`src/rtl/alu4_arbiter_pkg.sv`:
```
// ----------------------------------------------------------------------------
// alu4_arbiter_pkg
//   Shared constants for the two-requester ALU arbiter and its 4-bit ALU:
//   opcode encodings, FSM state encodings and the operand width.
// ----------------------------------------------------------------------------
package alu4_arbiter_pkg;

    localparam int DATA_W = 4;

    // Opcode encodings seen on reqN_sel and on the ALU select input.
    typedef enum logic [1:0] {
        OP_AND = 2'b00,
        OP_OR  = 2'b01,
        OP_XOR = 2'b10,
        OP_ADD = 2'b11
    } op_e;

    // Arbiter FSM states.
    typedef enum logic [1:0] {
        ST_IDLE = 2'b00,
        ST_EXEC = 2'b01,
        ST_RESP = 2'b10
    } state_e;

endpackage : alu4_arbiter_pkg

```
`src/rtl/alu4_arbiter_alu4bit.sv`:
```
// ----------------------------------------------------------------------------
// alu4bit
//   Purely combinational 4-bit ALU shared by both requesters.
//   Ports:
//     i_a, i_b  [3:0]  operands
//     i_cin            carry-in, used by ADD only
//     i_sel     [1:0]  opcode (AND / OR / XOR / ADD)
//     o_y       [3:0]  result, (a+b+cin) mod 16 for ADD
//     o_cout           carry-out of ADD, forced 0 for logic ops
// ----------------------------------------------------------------------------
module alu4bit
    import alu4_arbiter_pkg::*;
(
    input  logic [DATA_W-1:0] i_a,
    input  logic [DATA_W-1:0] i_b,
    input  logic              i_cin,
    input  logic [1:0]        i_sel,
    output logic [DATA_W-1:0] o_y,
    output logic              o_cout
);

    logic [DATA_W:0] w_sum;

    // One bit wider than the operands so the carry-out lands in the MSB.
    assign w_sum = {1'b0, i_a} + {1'b0, i_b} + {{DATA_W{1'b0}}, i_cin};

    always_comb begin
        // NOTE: every output gets a default before the case so no path leaves
        // it unassigned; otherwise synthesis infers a latch.
        o_y    = '0;
        o_cout = 1'b0;
        case (op_e'(i_sel))
            OP_AND:  o_y = i_a & i_b;
            OP_OR:   o_y = i_a | i_b;
            OP_XOR:  o_y = i_a ^ i_b;
            OP_ADD: begin
                o_y    = w_sum[DATA_W-1:0];
                o_cout = w_sum[DATA_W];
            end
            default: ;
        endcase
    end

endmodule : alu4bit

```
`src/rtl/alu4_arbiter.sv`:
```
// ----------------------------------------------------------------------------
// alu4_arbiter
//   Two requesters share one 4-bit ALU. In IDLE one valid requester is
//   granted (round-robin pointer breaks ties), its operands are latched,
//   the ALU runs for one EXEC cycle and the registered result is held in
//   RESP until the consumer takes it.
//   Ports:
//     clk, rst_n                     clock, async active-low reset
//     reqN_valid / reqN_ready        request handshake, N = 0, 1
//     reqN_a, reqN_b [3:0]           operands
//     reqN_cin, reqN_sel [1:0]       carry-in and opcode
//     rsp_valid / rsp_ready          response handshake
//     rsp_id, rsp_y [3:0], rsp_cout  response owner, result, carry-out
//     busy                           high whenever the FSM is not IDLE
// ----------------------------------------------------------------------------
module alu4_arbiter
    import alu4_arbiter_pkg::*;
#(
    parameter logic PRIO_INIT = 1'b0
) (
    input  logic              clk,
    input  logic              rst_n,
    input  logic              req0_valid,
    output logic              req0_ready,
    input  logic [DATA_W-1:0] req0_a,
    input  logic [DATA_W-1:0] req0_b,
    input  logic              req0_cin,
    input  logic [1:0]        req0_sel,
    input  logic              req1_valid,
    output logic              req1_ready,
    input  logic [DATA_W-1:0] req1_a,
    input  logic [DATA_W-1:0] req1_b,
    input  logic              req1_cin,
    input  logic [1:0]        req1_sel,
    output logic              rsp_valid,
    input  logic              rsp_ready,
    output logic              rsp_id,
    output logic [DATA_W-1:0] rsp_y,
    output logic              rsp_cout,
    output logic              busy
);

    state_e            r_state;
    state_e            w_next_state;
    logic              r_prio;
    logic [DATA_W-1:0] r_a;
    logic [DATA_W-1:0] r_b;
    logic              r_cin;
    logic [1:0]        r_sel;
    logic              r_id;
    logic [DATA_W-1:0] r_rsp_y;
    logic              r_rsp_cout;
    logic              r_rsp_id;
    logic              w_grant_id;
    logic              w_accept;
    logic [DATA_W-1:0] w_alu_y;
    logic              w_alu_cout;

    // A sole valid requester wins outright; the pointer only breaks ties.
    always_comb begin
        w_grant_id = r_prio;
        if (req0_valid && !req1_valid) begin
            w_grant_id = 1'b0;
        end else if (req1_valid && !req0_valid) begin
            w_grant_id = 1'b1;
        end
    end

    // rst_n is folded in so neither ready can rise while reset is held.
    assign w_accept   = rst_n && (r_state == ST_IDLE) && (req0_valid || req1_valid);
    assign req0_ready = w_accept && !w_grant_id;
    assign req1_ready = w_accept &&  w_grant_id;

    always_ff @(posedge clk or negedge rst_n) begin
        if (!rst_n) begin
            r_state <= ST_IDLE;
        end else begin
            // NOTE: clocked state uses non-blocking assignments so every
            // register samples pre-edge values regardless of block ordering.
            r_state <= w_next_state;
        end
    end

    always_comb begin
        w_next_state = r_state;
        case (r_state)
            ST_IDLE: if (w_accept)  w_next_state = ST_EXEC;
            ST_EXEC:                w_next_state = ST_RESP;
            ST_RESP: if (rsp_ready) w_next_state = ST_IDLE;
            default:                w_next_state = ST_IDLE;
        endcase
    end

    // NOTE: all datapath registers are reset, so the response cannot show
    // stale data and an aborted operation leaves nothing behind.
    always_ff @(posedge clk or negedge rst_n) begin
        if (!rst_n) begin
            r_prio     <= PRIO_INIT;
            r_a        <= '0;
            r_b        <= '0;
            r_cin      <= 1'b0;
            r_sel      <= 2'b00;
            r_id       <= 1'b0;
            r_rsp_y    <= '0;
            r_rsp_cout <= 1'b0;
            r_rsp_id   <= 1'b0;
        end else begin
            if (w_accept) begin
                r_a    <= w_grant_id ? req1_a   : req0_a;
                r_b    <= w_grant_id ? req1_b   : req0_b;
                r_cin  <= w_grant_id ? req1_cin : req0_cin;
                r_sel  <= w_grant_id ? req1_sel : req0_sel;
                r_id   <= w_grant_id;
                // Next tie goes to whoever was just passed over.
                r_prio <= ~w_grant_id;
            end
            if (r_state == ST_EXEC) begin
                r_rsp_y    <= w_alu_y;
                r_rsp_cout <= w_alu_cout;
                r_rsp_id   <= r_id;
            end
        end
    end

    alu4bit u_alu (
        .i_a    (r_a),
        .i_b    (r_b),
        .i_cin  (r_cin),
        .i_sel  (r_sel),
        .o_y    (w_alu_y),
        .o_cout (w_alu_cout)
    );

    assign rsp_valid = (r_state == ST_RESP);
    assign busy      = (r_state != ST_IDLE);
    assign rsp_y     = r_rsp_y;
    assign rsp_cout  = r_rsp_cout;
    assign rsp_id    = r_rsp_id;

endmodule : alu4_arbiter

```
`config.mk`:
```
export PLATFORM = sky130hd
export DESIGN_NAME = alu4_arbiter
export DESIGN_NICKNAME = d
export VERILOG_FILES = /design/src/rtl/alu4_arbiter_pkg.sv /design/src/rtl/alu4_arbiter_alu4bit.sv /design/src/rtl/alu4_arbiter.sv
export SDC_FILE = /design/constraint.sdc
export NUM_CORES = 1
export LEC_CHECK = 0
export ABC_AREA = 1
export BUFFER_PORTS_ARGS = -buffer_cell sky130_fd_sc_hd__buf_2
export CAP_MARGIN = 5
export CORE_UTILIZATION = 30
export DETAILED_ROUTE_END_ITERATION = 7
export GPL_TIMING_DRIVEN = 0
export PLACE_DENSITY = 0.57
export SYNTH_ARGS = -nofsm -noshare
export SYNTH_HDL_FRONTEND = slang
export SYNTH_SLANG_ARGS = --single-unit
```
`constraint.sdc`:
```
create_clock -name clk -period 3.3 [get_ports clk]
set_clock_uncertainty 0.2 [all_clocks]
set_input_delay 0 -clock clk [delete_from_list [all_inputs] [get_ports clk]]
set_output_delay 0 -clock clk [all_outputs]
set_load 0.005 [all_outputs]
```
==> results_dict.tcl, run 1 <==
set metrics [dict create \
    timing.final.hold_violations 0 \
    min_period_ns 2.06 \
    io_pins 37 \
    nets 288 \
    antenna_left 0 \
    worst_pin_slew_ns 0.483 \
    slowest_delay_ns 0.48 \
    syn_nets 223 \
    wl_per_cell_um 9.79 \
    ys_ff_latch 21 \
    yosys.area.top_type_share 0.395 \
    synth_warnings 0 \
    cp_slowest_cell "fa_1" \
    hold_ws_ns 0.0248 \
    hpwl_um 2180 \
    grt-ovfl-total 0 \
    io_buffers 36 \
    worstSetupPathType "register to register" \
    syn_inst 186 \
    dr.pass1.iters 4 \
    gp_congestion 0.805 \
    antenna_found_initial 0 \
    via_per_inst 4.30 \
    cts_tree "yes" \
    nFillCells 438 \
    synth_top_cell_by_area "dfrtp_1" \
    cp-end-kind "register" \
    cpLargestDelayFamily "adder cells" \
    crit_required_ns 3.25 \
    setup_viol 0 \
    cts_max_path_buffers 2 \
    holdCritPathClass "input port to async pin" \
    row_count 23 \
    slew_headroom 0.678 \
    die_w_um 68.6 \
    slew_viol_final 0 \
    syn_avg_cell_area_sq_um 7.15 \
    drive_gt1_frac 0.196 \
    holdBufCountCts 24 \
    routed-via-count 1290 \
    dpl_worst_slack_ns 1.24 \
    design.die.area_sq_um 4700 \
    clock.fmax_ghz 0.485 \
    maxCapViolations 0 \
    layout_common_cells "75 x nand2_1, 41 x buf_2, 24 x dlygate4sd3_1" \
    yosysUniqueCellTypes 17 \
    fin_tns_setup_ns 0 \
    drtIter0Drc 40 \
    cts_resized 0 \
    cts_max_level 1 \
    grt_pass1_wl_um 5300 \
    post_cts_buffers 0 \
    rsz0062_at_grt "no" \
    wl_um 2940 \
    seq_area_frac_synth 0.395 \
    cts_buffers 3 \
    path_max_fanout 4 \
    grt_max_degree 23 \
    crit_chain "fa_1, fa_1, a21oi_1, nor2_1, a21oi_1, nor2_1" \
    cts_root_buf "clkbuf_8" \
    core_area_sq_um 4120 \
    cts.sinks 21 \
    start_util 0.323 \
    grt_pass1_vias 1264 \
    area_growth_pct 39.7 \
    outcome "completed" \
    critPathBufInv 0 \
    vdd_ir_drop_max_mv 0.222 \
    n_antenna_cell 0 \
    die_h_um 68.6 \
    worst_slack_ns 1.24 \
    arrival_ns 2.01 \
    clk_pin_slew_ns 0.08 \
    p_per_area_nw_per_um2 710 \
    layout_commonest_cell "nand2_1" \
    netlist_top_cells_area "dfrtp_1 40%, nand2_1 21%, ha_1 7.5%" \
    crit_path_start_kind "register" \
    p_leak_nw 1.04 \
    synth_area_sq_um 1330 \
    post-route-period-util 0.625 \
    clock_latency_ns 0.26 \
    post-route-drc-count 0 \
    grt_usage 0.151 \
]
## worst paths after layout
| check | from | end | slack (ns) | cells after the start |
|---|---|---|---|---|
| max | r_a[0] | rsp_y[2] | 1.24 | 6 |
| min | rst_n | r_state[1] | 0.02 | 2 |
| max reg2reg | r_a[0] | rsp_y[2] | 1.24 | 6 |
| min reg2reg | rsp_y[1] | rsp_y[1] | 0.28 | 2 |
| max in group asynchronous | rst_n | r_b[2] | 2.54 | 2 |
| min in group clk | req0_valid | r_sel[1] | 0.05 | 5 |
## power breakdown
part           switching [mW]  internal, mW  leakage (nW)  total (mW)
Combinational           0.377         0.314         0.761       0.691
Sequential             0.0863         0.371         0.260       0.458
Clock                  0.0848        0.0860        0.0228       0.171
Total                   0.548         0.771          1.04        1.32
## metal layers
| layer | track usage | up-vias | share of wire | wire length [um] |
|---|---|---|---|---|
| met2 | 0.244 | 35 | 0.44 | 1300 |
| li1 | - | 702 | - | - |
| met4 | 0.0703 | 0 | 0.012 | 34 |
| met5 | 0 | - | 0 | 0 |
| met1 | 0.199 | 551 | 0.50 | 1470 |
| met3 | 0.0197 | 2 | 0.044 | 128 |
## stage by stage
stage	instance area (sq um)	util	std cells	power (mW)
after floorplan	1330	-	186	0.917
final	1860	0.452	300	1.32
after global placement	1570	0.382	272	1.09
after CTS	1860	0.452	300	1.34
after detailed placement	1570	0.382	272	1.10
after global routing	1860	0.452	300	1.49
## state kept, by name, indices dropped and copies added, names as in the netlist
name and flops:
r_a 4, r_b 4, rsp_y 4, r_sel 2
r_state 2, r_cin 1, r_id 1, r_prio 1
rsp_cout 1, rsp_id 1
## logic make-up after synthesis
logic type / after synthesis / synth area share
buffers and inverters: 29 / 0.0922
and+or+nand+nor: 111 / 0.341
DFF: 21 / 0.395
adders and majority gates: 10 / 0.105
AOI/OAI and AO/OA: 15 / 0.0658
## worst register-to-register path, cell delays in order (launching register included)
cell	delay [ns]
dfrtp_1	0.43
fa_1	0.48
fa_1	0.43
a21oi_1	0.16
nor2_1	0.05
a21oi_1	0.14
nor2_1	0.06
## area by class of cell
type / count / area, sq um / share of cell area
multi-input combinational: 136 / 682 / 0.367
clock buffer: 4 / 45.0 / 0.0242
sequential: 21 / 526 / 0.283
tap: 50 / 62.6 / 0.0337
timing repair buffer: 60 / 420 / 0.226
buffer: 6 / 36.3 / 0.0195
inverter: 23 / 86.3 / 0.0465
## cell usage after synthesis (all sizes together)
cell and instances:
nor3 1, o211ai 2, nand3 18, dfrtp 21
buf 6, inv 23, o21ai 6, nand2 76
a21oi 6, fa 2, o2111ai 1, ha 8
nor2 16
Note: power is estimated with default switching activity, not from simulation.
==> inputs of run 2 (changes only) <==
PLACE_DENSITY = 0.59   (was 0.57)
clock period = 1.89 ns   (was 3.3 ns; I/O delays follow)
==> run 2 against run 1 <==
The run now ends with negative setup slack left. Worst hold slack gained 0.0015 ns. Combinational power rose by 100%. Sequential power up 75%. Critical path depth unchanged. Sequential share of layout area is 2.0 points lower. Sequential cell count is the same. Die area stayed put. Count of clock-buffer cells in the layout unchanged.
==> results_dict.tcl, run 2 (synthesized netlist as in run 1, its figures left out) <==
set metrics [dict create \
    outcome "finished with violations" \
    violations "negative setup slack" \
    antenna_found_initial 0 \
    row_count 23 \
    design.die.area_sq_um 4700 \
    layout_commonest_cell "nand2_1" \
    grt_usage 0.156 \
    post-route-period-util 1.00 \
    place_area_sq_um 1580 \
    crit_chain "fa_2, fa_2, a21oi_2, nor2_1, a21oi_1, nor2_1" \
    io_buffers 36 \
    routed-via-count 1360 \
    io_pins 37 \
    p_leak_nw 1.13 \
    post-route-drc-count 0 \
    grt_pass1_wl_um 5440 \
    via_per_inst 4.37 \
    cts_max_level 1 \
    dpl_worst_slack_ns -0.0894 \
    antenna_left 0 \
    critPathBufInv 0 \
    nets 299 \
    grt_max_degree 22 \
    cts_tree "yes" \
    cts.sinks 21 \
    clock.fmax_ghz 0.528 \
    cp_slowest_cell "dfrtp_1" \
    min_period_ns 1.89 \
    timing.final.hold_violations 0 \
    rsz0062_at_grt "yes" \
    cp-end-kind "register" \
    crit_required_ns 1.84 \
    wl_per_cell_um 11.0 \
    p_per_area_nw_per_um2 1240 \
    wl_um 3420 \
    core_area_sq_um 4120 \
    slew_viol_final 0 \
    utilization 0.485 \
    worst_slack_ns -0.00286 \
    die_h_um 68.6 \
    path_max_fanout 3 \
    grt_pass1_vias 1285 \
    arrival_ns 1.85 \
    setup_viol 1 \
    worstSetupPathType "register to register" \
    hold_ws_ns 0.0263 \
    clock_latency_ns 0.26 \
    slowest_delay_ns 0.41 \
    drtIter0Drc 21 \
    design_area_sq_um 2000 \
    grt-ovfl-total 0 \
    area_growth_pct 50.1 \
    nFillCells 440 \
    die_w_um 68.6 \
    dr.pass1.iters 4 \
    cts_buffers 3 \
    holdCritPathClass "input port to register" \
    start_util 0.323 \
    hpwl_um 2180 \
    clk_pin_slew_ns 0.07 \
    layout_common_cells "73 x nand2_1, 39 x buf_2, 22 x dlygate4sd3_1" \
    cpLargestDelayFamily "adder cells" \
    maxCapViolations 0 \
    drive_gt1_frac 0.253 \
    n_antenna_cell 0 \
    cts_max_path_buffers 2 \
    total_power_mw 2.47 \
    gp_congestion 0.883 \
    worst_pin_slew_ns 0.956 \
    vdd_ir_drop_max_mv 0.391 \
    cts_root_buf "clkbuf_8" \
    slew_headroom 0.363 \
    crit_path_start_kind "register" \
]
run 2: cell count changes in the layout (fill, tap and decap cells not counted), sizes merged:
cell and change:
dlymetal6s4s +3, dlygate4sd3 -2, buf +10
run 2: worst register-to-register path: cells and delay by family, from the launching register on:
family / cells / cell delay, ns
adders and majority gates: 2 / 0.80
DFF: 1 / 0.41
and+or+nand+nor: 2 / 0.10
AOI/OAI and AO/OA: 2 / 0.27
run 2: final timing paths:
kind	from	end	slack, ns	depth (start not counted)
worst min register to register	rsp_y[1]	rsp_y[1]	0.27	2
max in group asynchronous	rst_n	r_b[2]	0.49	3
min in group asynchronous	rst_n	r_state[1]	0.41	3
worst max register to register	r_a[0]	rsp_y[2]	-0.003	6
worst min-delay path	req1_a[0]	r_a[0]	0.03	6
worst max-delay path	r_a[0]	rsp_y[2]	-0.003	6
run 2: cell type report:
type / instances / area [sq um] / area share
multi-input combinational: 136 / 712 / 0.357
sequential: 21 / 526 / 0.263
timing repair buffer: 71 / 517 / 0.259
inverter: 23 / 86.3 / 0.0432
tap: 50 / 62.6 / 0.0313
buffer: 6 / 48.8 / 0.0244
clock buffer: 4 / 45.0 / 0.0226
run 2: metal layers:
metal | routed length (um) | vias up | GRT usage
met5 | 0 | - | 0
met4 | 59 | 0 | 0.0885
met3 | 130 | 5 | 0.0214
met2 | 1640 | 35 | 0.254
met1 | 1590 | 596 | 0.197
li1 | - | 724 | -
run 2: metrics by stage:
| stage | TNS, ns | instances |
|---|---|---|
| 6_report | -0.00286 | 311 |
| 5_1_grt | -0.188 | 311 |
| 4_1_cts | 0 | 303 |
| 3_5_place_dp | -0.238 | 272 |
| 3_3_place_gp | -0.210 | 272 |
| 2_1_floorplan | 0 | 186 |
run 2: repair_timing:
item	in CTS	in global routing
setup endpoints to repair	3	31
gates resized for setup	2	18
hold buffers	25	6
hold endpoints to repair	33	6
pin swaps	0	7
cloned	0	1
setup buffers	2	7
run 2: report_power, final:
group / switching (mW) / internal [mW]
logic: 0.743 / 0.635
registers: 0.153 / 0.649
clock network: 0.145 / 0.150
total: 1.04 / 1.43
